`src/rtl/bus_ac_datapath.sv`:
```
// A-bus and B-bus source muxes plus the accumulator (AC) register for the down-sampling processor.
// AC loads from the ALU result, data memory or coefficient memory. It drives the A-bus and the DM write port.
module bus_ac_datapath #(
    parameter int DATA_W = 32,
    parameter int DM_W   = 8,
    parameter int CM_W   = 20
) (
    input  logic              clock,
    input  logic              rst_n,
    input  logic [2:0]        abus_en,
    input  logic [2:0]        bbus_en,
    input  logic [3:0]        cbus_en,
    input  logic              ac_clr,
    input  logic              dm_r,
    input  logic              cm_r,
    input  logic              dm_wr,
    input  logic [DATA_W-1:0] cbus,
    input  logic [DM_W-1:0]   dm_out,
    input  logic [CM_W-1:0]   cm_out,
    input  logic [DATA_W-1:0] ir_a,
    input  logic [DATA_W-1:0] mar,
    input  logic [DATA_W-1:0] sor,
    input  logic [DATA_W-1:0] dstr,
    input  logic [DATA_W-1:0] coun,
    input  logic [DATA_W-1:0] reg1,
    input  logic [DATA_W-1:0] reg2,
    input  logic [DATA_W-1:0] reg3,
    input  logic [DATA_W-1:0] ir_b,
    output logic [DATA_W-1:0] abus_out,
    output logic [DATA_W-1:0] bbus_out,
    output logic [DATA_W-1:0] ac_q,
    output logic [DM_W-1:0]   dm_in
);

    localparam logic [3:0] CBUS_AC = 4'd6;

    logic [DATA_W-1:0] ac_d;

    always_comb begin
        abus_out = '0;
        unique case (abus_en)
            3'd1:    abus_out = ir_a;
            3'd2:    abus_out = mar;
            3'd3:    abus_out = sor;
            3'd4:    abus_out = dstr;
            3'd5:    abus_out = coun;
            3'd6:    abus_out = ac_q;
            default: abus_out = '0;
        endcase
    end

    always_comb begin
        bbus_out = '0;
        unique case (bbus_en)
            3'd1:    bbus_out = reg1;
            3'd2:    bbus_out = reg2;
            3'd3:    bbus_out = reg3;
            3'd4:    bbus_out = ir_b;
            default: bbus_out = '0;
        endcase
    end

    // Memory loads outrank the C-bus load, and DM outranks CM.
    always_comb begin
        ac_d = ac_q;
        if (ac_clr)
            ac_d = '0;
        else if (dm_r)
            ac_d = {{(DATA_W-DM_W){1'b0}}, dm_out};
        else if (cm_r)
            ac_d = {{(DATA_W-CM_W){1'b0}}, cm_out};
        else if (cbus_en == CBUS_AC)
            ac_d = cbus;
    end

    always_ff @(posedge clock) begin
        if (!rst_n)
            ac_q <= '0;
        else
            ac_q <= ac_d;
    end

    // This reads the registered AC, so a write in the same cycle as a load sends the old byte.
    assign dm_in = dm_wr ? ac_q[DM_W-1:0] : '0;

endmodule

```
`config.mk`:
```
export PLATFORM = sky130hd
export DESIGN_NAME = bus_ac_datapath
export DESIGN_NICKNAME = d
export VERILOG_FILES = /design/src/rtl/bus_ac_datapath.sv
export SDC_FILE = /design/constraint.sdc
export NUM_CORES = 1
export LEC_CHECK = 0
export BUFFER_PORTS_ARGS = -buffer_cell sky130_fd_sc_hd__buf_4
export CORE_AREA = 3 3 180 182
export DETAILED_ROUTE_END_ITERATION = 12
export DIE_AREA = 0 0 183 185
export MAX_ROUTING_LAYER = met4
export PLACE_DENSITY = 0.47
export SETUP_SLACK_MARGIN = 0.5
export SLEW_MARGIN = 10
export SYNTH_ARGS = -nofsm -noshare
export SYNTH_HDL_FRONTEND = slang
export SYNTH_SLANG_ARGS = --single-unit
```
`constraint.sdc`:
```
create_clock -name clock -period 1.25 [get_ports clock]
set_input_delay 0.0625 -clock clock [delete_from_list [all_inputs] [get_ports clock]]
set_output_delay 0.0625 -clock clock [all_outputs]
set_load 0.02 [all_outputs]
```
---- After elaboration in Yosys (flattened, before gate mapping) ----
Cells that the tools add are included.
word-level totals
  bits in registers ....................... 32
  output and inout port bits .............. 104
  logic and storage cells ................. 26
operators by class
  eq/ne operators ......................... 11
  mux-type cells .......................... 6
  bitwise operators ....................... 1
  reduce and logical (&&, ||, !) cells .... 5
operators by type and width
  cell                  number
  $pmux W32 S6          1
  $pmux W32 S4          1
  $mux W20              2
  $mux W8               2
  $eq A3 B2 Y1 const B  4
  $eq A3 B3 Y1 const B  4
  $eq A3 B1 Y1 const B  2
  $eq A4 B3 Y1 const B  1
  $reduce_or A4 Y1      1
  $reduce_bool A3 Y1    1
  $reduce_or A3 Y1      1
  $reduce_bool A2 Y1    1
  $reduce_or A2 Y1      1
  $not A1 Y1            1

---- Logic depth before layout (Yosys ltp) ----
  depth in word-level cells ............... 4
  gate-level depth with buffers ........... 6

---- Worst setup path before layout ----
No wires, ideal clock.
  path kind ............................... input port to output port
  start point ............................. input abus_en[2]
  end point ............................... output abus_out[15]
  arrival time ............................ 1.210 ns
  data required time ...................... 1.188 ns
  setup slack ............................. -0.023 ns
  cell stages on the path ................. 5
  buffers on the path ..................... 2
  cell sequence ........................... nor2b_1 buf_2 clkbuf_1 a221oi_1 o21ai_0
between the ends
  word-level cells in the longest chain between the ends .. 2
  elaborated cells on any way between the ends .. 7
  those cells by class .................... eq/ne (6); mux (1)
RTL lines
  item                                  RTL line  text
  start: declaration                    10        input logic [2:0] abus_en,
  $eq A3 B3 Y1 (tied with other cells)  41        unique case (abus_en)
  $pmux W32 S6 (*)                      41
  end: declaration                      29        output logic [DATA_W-1:0] abus_out,
Mark *: on every way between the ends. The rest lies on a longest branch, timed or not.

---- Worst setup path after layout ----
  start point ............................. register ac_q[5]
  end point ............................... output abus_out[5]
between the ends
  word-level cells in the longest chain between the ends .. 1
RTL lines
  item                      RTL line  text
  start: declaration        31        output logic [DATA_W-1:0] ac_q,
  start signal: assignment  78        ac_q <= '0;
  start signal: assignment  80        ac_q <= ac_d;
  $pmux W32 S6              41
No other way between the ends.

==> metrics <==
status finished, violations left; failing checks negative setup slack; fillcell total 3043; final setup fails 25; die area 0.0339 mm2; Worst Hold Class input pin to register; final non-filler cell total 1408; Clock Sinks 32; Util after Layout 0.387; f_max 703 MHz; VDD IR-drop max 357 uV; synthesized area 0.00381 mm2; share of cells above drive strength 1 0.895; crit end category output port; die width 183 um; post-synth top area share 0.199; RSZ-0062 raised after global routing yes; yosys warns 0; Vias 6579; worst-skew pair later-pin latency 280 ps; CP Max Fanout 2; Crit path required time 1190 ps; initial antenna violation count 5; worst slew pin tran 493 ps; IO Pins 468; post-DR wirelength/cell 24.3 um; Hold Crit Start cbus[21]; Max Root-Sink Buffers 2; Setup CP Type register to output port; antenna viol nets, final 0; CP arrival 1360 ps; Yosys reg bits 32; fin crit share 1.14; max reg flops 32; gr usage total 0.187; RR Startpoint ac_q[8]; syn nets 838; Netlist cell types 31; most flop-heavy register ac_q; IO buf count 467; Synth Instances 474; clock root buffer clkbuf_16; H-tree depth 2; Pleak 5.02 nW; Final Hold Viols 0; FF/Latch Area 748 um2; grt ovf 0; Num CTS Buffers 5; first-pass GRT wire length 45900 um; CP startpoint ac_q[5]; Slew Limit Fails 0; core area 0.0307 mm2; largest net degree at the start of global routing 25; DRC 0; nets@finish 1370; Die Y 185 um; setup_tns -1450 ps; critical-path cell list mux2_4 > a221oi_4 > nor2_2 > buf_6; TritonRoute pass-1 iters 4; multi-input logic area 0.00475 mm2; DR iter-0 viols 288; final HPWL from detailed placement 26300 um; Synth area leader a22oi_1; Avg Cell Area, Syn 8.05 um2; Clock Pin Slew Worst Setup and Hold Paths 50 ps; Largest regs ac_q: 32 flops; CTS tree built; synthesis-to-finish area growth 212%; final worst slack -172 ps; Vias/cell 4.67; fin crit period 1420 ps; Startpoint Class register; num rows 64; Fin Hold WS 21.6 ps; PwrDens 533 mW/mm2; via count of the first global-routing pass 6965; Place WS -552 ps; placer congestion estimate 0.867; register area share after synthesis 0.168; Fin Clk Skew 0 ps; Initial Util 0.124; Worst path max stage delay 350 ps; Placed Instances 1335; Slowest-stage cell, CP dfxtp_4; synth top area cells a22oi_1 20%, dfxtp_1 17%, mux2i_1 10%; WL final 34200 um; max cap viols 0; Max-slew headroom 0.671
[area by class of cell]
type | count | area share
Antenna cell | 5 | 0.00105
Tap cell | 396 | 0.0416
Timing Repair Buffer | 587 | 0.483
Clock buffer | 8 | 0.0123
Sequential cell | 32 | 0.0628
Multi-Input combinational cell | 377 | 0.399
Inverter | 3 | 0.000946
[power breakdown]
group          leakage (nW)  switching [mW]  internal, mW  total, mW
logic                  4.67            1.78          2.30       4.08
clock network        0.0712           0.444         0.794       1.24
registers             0.283          0.0358          1.00       1.04
[Yosys cell counts (all sizes together)]
master	n
a22oi	101
mux2i	39
buf	37
nand2	34
dfxtp	32
o22ai	32
mux2	30
clkbuf	26
o221ai	24
a21oi	20
a221oi	16
nand2b	15
nor3b	15
o211a	12
nor2b	9
and2	8
nor2	6
a32oi	4
o21ai	4
inv	3
and3b	2
nand3	2
a31oi	1
nor4bb	1
or4bb	1
[critical path: cells and delay by family, from the launching register on]
family	cells	cell delay (ps)
DFF	1	350
and+or+nand+nor	1	60
muxes	1	270
buffers and inverters	1	140
AOI/OAI and AO/OA	1	260
[layer usage]
| layer | global-route usage | routed length [um] |
|---|---|---|
| met5 | - | 0 |
| met4 | 0.0439 | 738 |
| met2 | 0.356 | 18600 |
| met3 | 0.0375 | 2440 |
| met1 | 0.199 | 12400 |
[per-stage QoR]
| stage | cell area [um2] | power [mW] |
|---|---|---|
| after CTS | 11400 | 6.24 |
| final | 11900 | 6.35 |
| after floorplan | 5350 | 2.72 |
| after global placement | 9520 | 4.39 |
| after detailed placement | 9520 | 4.40 |
| after global routing | 11900 | 6.65 |
[logic make-up (layout without fill, tap and decap cells)]
kind of cell | count (synthesis) | after routing | synth area share
other | 0 | 5 | 0
multiplexers | 69 | 69 | 0.191
buffers and inverters | 66 | 598 | 0.0889
AO/OA/AOI/OAI | 214 | 214 | 0.417
flip-flops | 32 | 32 | 0.168
AND/OR/NAND/NOR | 93 | 94 | 0.135
[placed cells by master (no fill, tap or decap), types with 2 or more instances in the layout]
| master | synthesis | layout |
|---|---|---|
| a32oi_1 | 4 | 2 |
| nor3b_1 | 14 | 13 |
| a21oi_2 | 0 | 12 |
| mux2i_4 | 0 | 8 |
| nor2b_4 | 0 | 8 |
| and2_4 | 0 | 8 |
| diode_2 | 0 | 5 |
| dfxtp_4 | 0 | 27 |
| o21ai_2 | 0 | 3 |
| buf_12 | 2 | 28 |
| o221ai_2 | 0 | 14 |
| o211a_1 | 12 | 12 |
| a221oi_2 | 0 | 6 |
| or4bb_4 | 0 | 2 |
| mux2i_1 | 39 | 20 |
| nand2b_1 | 15 | 13 |
| mux2_2 | 28 | 4 |
| mux2i_2 | 0 | 11 |
| buf_8 | 0 | 15 |
| inv_1 | 3 | 3 |
| a21oi_1 | 20 | 8 |
| clkbuf_16 | 0 | 9 |
| a22oi_2 | 0 | 89 |
| a221oi_4 | 0 | 10 |
| nor2_2 | 0 | 4 |
| buf_16 | 0 | 15 |
| nand2_2 | 0 | 11 |
| o22ai_4 | 0 | 29 |
| o22ai_2 | 0 | 3 |
| buf_6 | 0 | 135 |
| nor2_1 | 6 | 2 |
| dfxtp_2 | 0 | 5 |
| buf_4 | 7 | 390 |
| clkbuf_1 | 26 | 2 |
| nand2_1 | 34 | 13 |
| and3b_1 | 2 | 2 |
| a22oi_1 | 101 | 12 |
| mux2_4 | 0 | 26 |
| o221ai_4 | 0 | 10 |
| nand2_4 | 0 | 10 |
[path summary, 6_finish.rpt]
path	endpoint	slack [ps]	depth (start not counted)
max	abus_out[5]	-170	4
min	ac_q[21]	20	3
max reg2reg	ac_q[8]	210	3
min reg2reg	ac_q[26]	490	2
[timing repair]
| item | in CTS | in global routing |
|---|---|---|
| hold buffers | 0 | 0 |
| setup endpoints to repair | 136 | 136 |
| pin swaps | 53 | 40 |
| cloned | 14 | 5 |
| setup buffers | 29 | 12 |
| resized for setup | 279 | 70 |
Power figures use the tool's default switching activity.
